--- config.mk ---
export PLATFORM = sky130hd
export DESIGN_NAME = led_shine
export DESIGN_NICKNAME = d
export VERILOG_FILES = /design/src/rtl/led_shine.sv
export SDC_FILE = /design/constraint.sdc
export NUM_CORES = 1
export LEC_CHECK = 0
export ABC_CLOCK_PERIOD_IN_PS = 5500
export BUFFER_PORTS_ARGS = -buffer_cell sky130_fd_sc_hd__buf_2
export CORE_MARGIN = 3
export CORE_UTILIZATION = 55
export CTS_CLUSTER_DIAMETER = 30
export DETAILED_ROUTE_END_ITERATION = 7
export PLACE_DENSITY = 0.76
export SKIP_CTS_REPAIR_TIMING = 1
export SYNTH_ARGS = -nofsm -noshare
export SYNTH_HDL_FRONTEND = slang
export SYNTH_SLANG_ARGS = --single-unit
--- constraint.sdc ---
create_clock -name clk -period 5.5 [get_ports clk]
set_input_delay 0.825 -clock clk [delete_from_list [all_inputs] [get_ports clk]]
set_output_delay 0.825 -clock clk [all_outputs]
set_load 0.1 [all_outputs]
--- src/rtl/led_shine.sv ---
// ---------------------------------------------------------------------------
// led_shine
//
// Display driver for an 8-digit, common-anode seven-segment panel on the
// washing-machine controller. It time-multiplexes these values, one digit per
// scan tick:
//   - remaining time
//   - total programme time
//   - water level
//   - power/mode level
//   - a finish indicator
//
// While the cycle is finished, the time digits blink.
//
// Ports
//   clk            system clock, all registers on posedge
//   reset          asynchronous, active-high reset (blanks the panel)
//   clk_KHZ        ~1 kHz scan strobe, sampled in the clk domain
//   if_finish      wash cycle complete (shows 'F', blinks time digits)
//   counter_power  power/mode level 0..15, shown as hex on digit 5
//   water_level    water level 0..15, shown as hex on digit 4
//   time_now       remaining time 0..63, digits 1:0
//   power_off      1 blanks the whole panel at the next clk edge
//   time_all       total programme time 0..63, digits 3:2
//   state          segment pattern, active-low, [7]=dp, [6:0]=g..a
//   count          digit enables, active-low one-hot
// ---------------------------------------------------------------------------
module led_shine #(
    parameter int BLINK_BITS = 9
) (
    input  logic       clk,
    input  logic       reset,
    input  logic       clk_KHZ,
    input  logic       if_finish,
    input  logic [3:0] counter_power,
    input  logic [3:0] water_level,
    input  logic [5:0] time_now,
    input  logic       power_off,
    input  logic [5:0] time_all,
    output logic [7:0] state,
    output logic [7:0] count
);

    localparam logic [7:0] SEG_BLANK = 8'hFF;
    localparam logic [7:0] SEG_F     = 8'h8E;
    localparam logic [BLINK_BITS-1:0] BLK_ONE = {{(BLINK_BITS-1){1'b0}}, 1'b1};

    logic                  kq;
    logic                  tick;
    logic [2:0]            idx;
    logic [2:0]            idx_next;
    logic [BLINK_BITS-1:0] blk;
    logic [7:0]            seg_sel;
    logic [7:0]            en_sel;

    // Tens digit of a 0..63 value; 60..63 give 6.
    function automatic logic [3:0] tens_of(input logic [5:0] v);
        logic [3:0] t;
        if      (v >= 6'd60) t = 4'd6;
        else if (v >= 6'd50) t = 4'd5;
        else if (v >= 6'd40) t = 4'd4;
        else if (v >= 6'd30) t = 4'd3;
        else if (v >= 6'd20) t = 4'd2;
        else if (v >= 6'd10) t = 4'd1;
        else                 t = 4'd0;
        return t;
    endfunction

    // Units digit of a 0..63 value.
    function automatic logic [3:0] ones_of(input logic [5:0] v);
        logic [5:0] r;
        r = v - ({2'b00, tens_of(v)} * 6'd10);
        return r[3:0];
    endfunction

    // Hex nibble to active-low segment pattern, decimal point off.
    function automatic logic [7:0] seg_of(input logic [3:0] d);
        logic [7:0] s;
        case (d)
            4'h0:    s = 8'hC0;
            4'h1:    s = 8'hF9;
            4'h2:    s = 8'hA4;
            4'h3:    s = 8'hB0;
            4'h4:    s = 8'h99;
            4'h5:    s = 8'h92;
            4'h6:    s = 8'h82;
            4'h7:    s = 8'hF8;
            4'h8:    s = 8'h80;
            4'h9:    s = 8'h90;
            4'hA:    s = 8'h88;
            4'hB:    s = 8'h83;
            4'hC:    s = 8'hC6;
            4'hD:    s = 8'hA1;
            4'hE:    s = 8'h86;
            default: s = 8'h8E;
        endcase
        return s;
    endfunction

    // Only a rising edge of the strobe, seen at a clk edge, advances the scan.
    assign tick     = clk_KHZ & ~kq;
    assign idx_next = idx + 3'd1;

    // Digit content for the digit about to be selected.
    always_comb begin
        seg_sel = SEG_BLANK;
        en_sel  = ~(8'b0000_0001 << idx_next);
        case (idx_next)
            3'd0:    seg_sel = seg_of(ones_of(time_now));
            3'd1:    seg_sel = seg_of(tens_of(time_now));
            3'd2:    seg_sel = seg_of(ones_of(time_all));
            3'd3:    seg_sel = seg_of(tens_of(time_all));
            3'd4:    seg_sel = seg_of(water_level);
            3'd5:    seg_sel = seg_of(counter_power);
            3'd6:    seg_sel = if_finish ? SEG_F : SEG_BLANK;
            default: seg_sel = SEG_BLANK;
        endcase
        // Blink phase uses the counter value before this tick's increment,
        // so ticks 0..255 after finish are lit and 256..511 are dark.
        if (if_finish && blk[BLINK_BITS-1] && !idx_next[2]) begin
            seg_sel = SEG_BLANK;
        end
    end

    // Scan state, blink counter and registered panel outputs.
    always_ff @(posedge clk or posedge reset) begin
        if (reset) begin
            kq    <= 1'b0;
            idx   <= 3'd7;
            blk   <= '0;
            count <= 8'hFF;
            state <= 8'hFF;
        end else begin
            kq <= clk_KHZ;

            if (tick) begin
                idx <= idx_next;
            end

            if (!if_finish) begin
                blk <= '0;
            end else if (tick) begin
                blk <= blk + BLK_ONE;
            end

            // power_off blanks on any clk edge; the scan keeps running so
            // the display resumes in sequence afterwards.
            if (power_off) begin
                count <= 8'hFF;
                state <= 8'hFF;
            end else if (tick) begin
                count <= en_sel;
                state <= seg_sel;
            end
        end
    end

endmodule

==> run summary, run 1 <==
• 13,010 um — first-pass GRT wire length
• 3 — sum of buffers and inverters on the critical path
• 0.0003083 V — Peak VDD IR
• 65 — number of distinct library cells after synthesis
• 29 — pin count of the biggest net entering global routing
• 287.8 MHz — Highest Clock Rate
• 41 — Top Ports
• flip-flop — endpoint class of the critical path
• 608.6 uW — sw power
• 0.007087 sq mm — area of the die
• 0 — MaxCap Viol Count
• 0 — Overflow after GRT
• 28 — flop and latch count out of synthesis
• completed — result of the run
• compound AO/OA/AOI/OAI gates — Crit path max-delay family
• sky130_fd_sc_hd__inv_1 — most used cell, CP
• 8.405 sq um — syn_area_per_cell
• 0 — total number of yosys warnings
• 400 — cell count after synthesis
• 0.255 — share of total power in sequential cells
• reg -> reg — class of the tightest hold or removal check
• 0 — residual DRC count
• 0.6312 — utilization of the core after routing
• 15.06 um — drt wl/cell
• 497 — final layout net count
• 0.3060 — normalized max-slew margin
• 0.2145 — global routing usage summed across all routing layers
• 84.19 um — die extent in x
• 318.2 mW/mm^2 — power density normalized to cell area
• 0.005709 sq mm — area of the core
• met2 — grt peak-use layer
• 270 ps — Skew-Pair Late Insertion Delay
• 0.2151 — sequential cell area fraction in the yosys report
• 0.003362 sq mm — synthesized cell area
• 4 — iteration count of the initial detailed-routing pass
• 1040 ps — pin slew with the least headroom to its limit
• sky130_fd_sc_hd__mux4_2 — Critical-path top delay cell
• 0.02453 — met3 Usage GRT
• 0.098 — clock network fraction of design power
• 5.784 — routed vias/inst
• 0.1844 — fraction of final layout cells sized beyond drive strength 1
• 27 — Std-Cell Rows
• 1.000 — fraction of registers with async set/reset
• 5875 um — DP Wirelength
• 0 — n_diodes
• 0 ps — Total Neg Setup Slack
• in -> reg — CP Class
• sky130_fd_sc_hd__clkbuf_8 — CTS Root Buffer Type
• 28 — total clock sinks
• 0 — final setup vio count
• 3475 ps — final period demand of the worst path
• 2,798 — via count of the first global-routing pass
• 495 — number of non-filler instances in the completed layout
• input port — critical path launch point type
• 1 — CTS H-tree lvls
• 0.3100 — global-route track usage on met1
• 0 — fin. max-slew vios
• 220 — initial detailed-routing violation count
• 2,863 — vias after detailed routing
• buf_2 > nor2b_1 > nand2_1 > o221ai_1 > inv_1 > ha_1 > inv_1 > fa_1 > xor2_4 > mux4_2 > a221oi_2 > nor2_1 — crit path cell chain
• 0.6317 — final clock period utilization by the worst path
• 0 — final hold violation count
• 2 — buffers from clock root to sink, at most
• 560 ps — longest individual stage delay on the worst path
• yes — CTS tree
• 0.8615 — final RePlAce weighted congestion
• 39 — count of port buffers added during placement
• 0.3565 — fraction of met2 tracks used by global routing
• 0.5308 — switching fraction of total power
• 0 — initial antenna violation count
• 1.551 nW — Leakage
• 3680 ps — Worst Path Arrival
• sky130_fd_sc_hd__dfstp_2 — ys flop type
• 3 — CTS buffer count
• false — unrepaired setup endpoints after global routing
• 0.647 — Comb pwr share
• 12 — CP max FO
• 522 — final-layout fill cell count
• 2.245 ps — setup skew after layout
• 538.0 uW — internal power
• 0.5889 — Starting Density
• 0 — Antenna Violating Nets Remaining
• 508.7 ps — post-route worst hold slack
• 90 ps — clock input transition at the sequential cells of the worst setup and hold paths
• 491 — Post-Place Cells
• 7457 um — wire length after detailed routing
• 0 — Post-synth EDFFs
• 1.147 mW — power consumption
• 473 — net count after synthesis
• 84.19 um — y dimension of the die
• 7.183% — relative area change from synthesis to final layout
• 5710 ps — required arrival time at the worst endpoint
-- layout by cell type (no fill, tap or decap), types with 8 or more instances in the layout --
cell                       count
sky130_fd_sc_hd__nor2_1       28
sky130_fd_sc_hd__o21ai_0      22
sky130_fd_sc_hd__and2_1       10
sky130_fd_sc_hd__buf_2        39
sky130_fd_sc_hd__dfrtp_1      10
sky130_fd_sc_hd__ha_1         46
sky130_fd_sc_hd__a211o_1       8
sky130_fd_sc_hd__nand3_1      10
sky130_fd_sc_hd__nand2_1      32
sky130_fd_sc_hd__mux2i_1      10
sky130_fd_sc_hd__dfstp_2      18
sky130_fd_sc_hd__nor2b_1       8
sky130_fd_sc_hd__nand2b_1     12
sky130_fd_sc_hd__a21oi_1      32
sky130_fd_sc_hd__inv_1        29
sky130_fd_sc_hd__xnor2_1      10
-- synth_stat cells, drive strengths merged, types with 4 or more instances --
cell    instances  area share
dfstp          18        0.14
nor3            4      0.0060
nor2b           8       0.015
or3             4      0.0074
a31oi           4      0.0074
nand3b          7       0.016
a21oi          34       0.055
nand2          32       0.036
a211oi          5       0.011
nand4           7       0.013
o211ai          7       0.016
buf             7       0.013
clkbuf         14       0.016
a21boi          4      0.0089
mux2i          10       0.030
xnor2          11       0.031
ha             46        0.17
nor2           28       0.031
a211o           8       0.021
and2           10       0.019
nand3          10       0.015
inv            29       0.032
dfrtp          10       0.074
mux2            6       0.020
nand2b         12       0.022
o21ai          23       0.034
-- tightest hold or removal path, delay by kind of cell (launching register included) --
family	cells	cell delay [ps]
AO/OA/AOI/OAI	1	40
flip-flops	1	380
AND/OR/NAND/NOR	1	90
-- logic make-up after synthesis --
family          after synthesis  share of synthesized area
mux                          19                    0.06996
fa+ha+maj                    48                     0.1831
flops                        28                     0.2151
buf+inv                      50                    0.06103
compound gates              112                     0.2296
other cells                   1                   0.001115
xor+xnor                     14                    0.04652
simple gates                128                     0.1935
-- area by class of cell --
class | count | area, sq um | share of cell area
clock buffer | 4 | 45.04 | 0.01250
tap | 72 | 90.09 | 0.02500
inverter | 29 | 108.9 | 0.03021
timing repair buffer | 40 | 202.7 | 0.05625
multi-input combinational | 322 | 2434 | 0.6753
sequential | 28 | 723.2 | 0.2007
-- stage by stage --
step	setup WS, ps	area [sq um]
detailed placement	1755	3558
global route	1746	3603
CTS	2043	3603
finish	2025	3603
floorplan	2031	3362
global placement	1858	3558
-- power by group through the flow --
stage | Clock [mW] | Sequential, mW | Combinational (mW)
after floorplan | 0 | 0.454 | 0.420
after global placement | 0 | 0.295 | 0.723
after detailed placement | 0 | 0.296 | 0.733
after CTS | 0.113 | 0.292 | 0.735
after global routing | 0.126 | 0.299 | 0.814
final | 0.112 | 0.292 | 0.742
-- registers in the layout, indices dropped and copies added (netlist names) --
name	count
state	7
blk	9
kq	1
idx	3
count	8
-- worst paths after layout --
| check | startpoint | end | slack, ps | cells after the start |
|---|---|---|---|---|
| worst min register to register | state[1] | state[1] | 510 | 2 |
| worst max register to register | idx[0] | state[6] | 2970 | 7 |
| min in group asynchronous | reset | blk[4] | 790 | 2 |
| worst min-delay path | state[1] | state[1] | 510 | 2 |
| worst max-delay path | time_all[4] | state[3] | 2030 | 12 |
| max in group asynchronous | reset | blk[1] | 4080 | 2 |
-- layer usage --
layer | vias up | share of wire
li1 | 1453 | -
met1 | 1349 | 0.48
met2 | 57 | 0.48
met3 | 4 | 0.037
met4 | 0 | 0.0064
met5 | - | 0
(Power assumes the default switching activity.)
==> run 2, diff against run 1 <==
Settings changed: ABC_AREA set to 1, ABC_CLOCK_PERIOD_IN_PS 5500 to 3400.
Clock period 5.5 ns to 3.4 ns, I/O delays scaled along.
==> run 2 against run 1 <==
Die area shrank 2.0%. Global-route usage shrank 0.95 points. Non-clock buffer count shrank 1. Setup slack lost 1700 ps.
==> run summary, run 2 <==
• completed — result of the run
• 29 — pin count of the biggest net entering global routing
• 7274 um — wire length after detailed routing
• 3610 ps — required arrival time at the worst endpoint
• 83.34 um — y dimension of the die
• sky130_fd_sc_hd__nand2_1 — cell with the most instances after synthesis
• 0.8904 — final clock period utilization by the worst path
• 27 — Std-Cell Rows
• 0 — Antenna Violating Nets Remaining
• buf_2 > nand2_1 > nor2_1 > nor2_1 > nand2_4 > nand2_2 > nand2_2 > nand2_1 > inv_1 > ha_1 > inv_1 > fa_1 > inv_1 > nand2_1 > inv_1 > a21oi_1 > nand2_1 > nand3_1 > nand2_1 > nor2_1 > nor2_1 — crit path cell chain
• 601 — final layout net count
• 243 — initial detailed-routing violation count
• sky130_fd_sc_hd__clkbuf_8 — CTS Root Buffer Type
• 1 — number of cells traversed by the worst hold path
• 330.3 MHz — Highest Clock Rate
• 1003 ps — pin slew with the least headroom to its limit
• 492 — cell count after synthesis
• flip-flop — endpoint class of the critical path
• false — unrepaired setup endpoints after global routing
• 1150 ps — setup slack of the most critical reg-to-reg path
• 0 — fin. max-slew vios
• 3 — CTS buffer count
• 1 — CTS H-tree lvls
• 28 — flop and latch count out of synthesis
• 0.006945 sq mm — area of the die
• 0.1822 — fraction of final layout cells sized beyond drive strength 1
• 12 — logic depth of the worst register-to-register path
• 93 x sky130_fd_sc_hd__nand2_1, 83 x sky130_fd_sc_hd__nor2_1, 65 x sky130_fd_sc_hd__inv_1 — top cell types by occurrence after synthesis
• 90 ps — clock input transition at the sequential cells of the worst setup and hold paths
• 3,206 — vias after detailed routing
• 0 — Overflow after GRT
• 0 — MaxCap Viol Count
• clk_KHZ — worst min-delay path startpoint
• 9 — max reg flops
• blk — largest register by flop count
• met2 — grt peak-use layer
• 0.0003360 V — Peak VDD IR
• sky130_fd_sc_hd__nand2_1 — commonest non-fill, non-tap cell in the layout
• 0.3305 — normalized max-slew margin
• 0 — final hold violation count
• input port — critical path launch point type
• 0.3528 — fraction of met2 tracks used by global routing
• 0.2050 — global routing usage summed across all routing layers
• sky130_fd_sc_hd__ha_1 17%, sky130_fd_sc_hd__dfstp_2 14%, sky130_fd_sc_hd__nand2_1 11% — most area-consuming cells after synthesis
• 28 — total clock sinks
• 0 — total number of yosys warnings
• 0.6334 — utilization of the core after routing
• state[5] — destination of the worst register-to-register timing path
• sky130_fd_sc_hd__ha_1 — Synth area leader
• 37 — number of distinct library cells after synthesis
• 10 — CP max FO
• 0 — n_diodes
• 0 — final setup vio count
• 12.14 um — drt wl/cell
• sky130_fd_sc_hd__fa_1 — Critical-path top delay cell
• 0.2199 — sequential cell area fraction in the yosys report
• 0.9014 — final RePlAce weighted congestion
• 0.5831 — Starting Density
• 565 — net count after synthesis
• 1.000 — fraction of registers with async set/reset
• in -> reg — class of the tightest hold or removal check
• 0.1750 — Synth top area share
• 83.34 um — die extent in x
• 0.005642 sq mm — area of the core
• 0.2681 — global-route track usage on met1
• 2,854 — via count of the first global-routing pass
• 486.8 mW/mm^2 — power density normalized to cell area
• 6.686 sq um — syn_area_per_cell
• sky130_fd_sc_hd__dfstp_2 — ys flop type
• 2 — buffers from clock root to sink, at most
• blk (9), count (8), state (7) — top flop regs
• 93 x sky130_fd_sc_hd__nand2_1, 83 x sky130_fd_sc_hd__nor2_1, 65 x sky130_fd_sc_hd__inv_1, 46 x sky130_fd_sc_hd__ha_1, 39 x sky130_fd_sc_hd__buf_2 — top library cells by usage in the layout, fill and taps aside
• kq — end point of the most critical hold path
• 0.003289 sq mm — synthesized cell area
• in -> reg — CP Class
• 39 — count of port buffers added during placement
• 1.824 nW — Leakage
• 8.635% — relative area change from synthesis to final layout
• 0.03770 — met3 Usage GRT
• 5 — iteration count of the initial detailed-routing pass
• 5.352 — routed vias/inst
• 0 — Post-synth EDFFs
• 3240 ps — Worst Path Arrival
• 2.599 ps — setup skew after layout
• 0 — residual DRC count
• 650 ps — longest individual stage delay on the worst path
• 270 ps — Skew-Pair Late Insertion Delay
• 0 ps — Total Neg Setup Slack
• 5893 um — DP Wirelength
• sky130_fd_sc_hd__nand2_1 — most used cell, CP
• 41 — Top Ports
• 3027 ps — final period demand of the worst path
• 0 — initial antenna violation count
• simple AND/OR/NAND/NOR gates — Crit path max-delay family
• idx[0] — launch instance of the worst register-to-register path
• 5 — sum of buffers and inverters on the critical path
• 12,360 um — first-pass GRT wire length
• yes — CTS tree
## run 2: layout make-up
class,count,area (sq um)
clock buffer,4,45.04
timing repair buffer,39,195.2
tap,72,90.09
sequential,28,723.2
inverter,69,259.0
fill,520,2068
multi-input combinational,387,2261
## run 2: power breakdown
part | switching [mW] | internal (mW) | leakage, nW
clock network | 0.0939 | 0.0838 | 0.0228
logic | 0.808 | 0.286 | 1.48
registers | 0.0411 | 0.427 | 0.325
## run 2: kinds of logic after synthesis
logic type,Yosys count,share of synthesized area
AND/OR/NAND/NOR,260,0.3671
other,1,0.001140
XOR/XNOR,3,0.007989
flip-flops,28,0.2199
adder cells (fa/ha/maj),48,0.1871
AO/OA/AOI/OAI,75,0.1240
buffers and inverters,77,0.09280
## run 2: worst register-to-register path, cell delays in order (launching register included)
cell and delay [ps]:
sky130_fd_sc_hd__dfstp_2 580, sky130_fd_sc_hd__ha_1 170, sky130_fd_sc_hd__or2_1 100, sky130_fd_sc_hd__nand2_1 130, sky130_fd_sc_hd__nor2_1 430, sky130_fd_sc_hd__inv_1 110
sky130_fd_sc_hd__nor3_1 230, sky130_fd_sc_hd__a21oi_1 70, sky130_fd_sc_hd__nand3b_1 100, sky130_fd_sc_hd__nor2_1 50, sky130_fd_sc_hd__nand2_1 90, sky130_fd_sc_hd__nor2_1 50
sky130_fd_sc_hd__nor2_1 90
## run 2: metal layers
layer	up-vias	routed length, um
met5	-	0
met1	1444	3235
met4	0	78
met3	10	423
li1	1645	-
met2	107	3536
## run 2: stage by stage
step | hold slack (ps) | instances | setup WS, ps | cell area, sq um | total power [mW]
finish | 356.2 | 599 | 372.6 | 3573 | 1.739
global route | 345.5 | 599 | 125.7 | 3573 | 1.883
floorplan | 433.1 | 492 | 572.6 | 3289 | 1.345
CTS | 353.0 | 599 | 378.6 | 3573 | 1.743
detailed placement | 471.7 | 595 | 93.93 | 3528 | 1.559
global placement | 449.4 | 595 | 194.1 | 3528 | 1.537
## run 2: how the worst max path moves through the flow
stage / from / end / cells after the start
3_5_place_dp: time_now[3] / state[0] / 21
2_1_floorplan: time_now[2] / state[1] / 20
6_report: time_now[3] / state[0] / 21
3_3_place_gp: time_now[3] / state[1] / 19
4_1_cts: time_now[3] / state[0] / 21
5_1_grt: time_now[3] / state[0] / 21
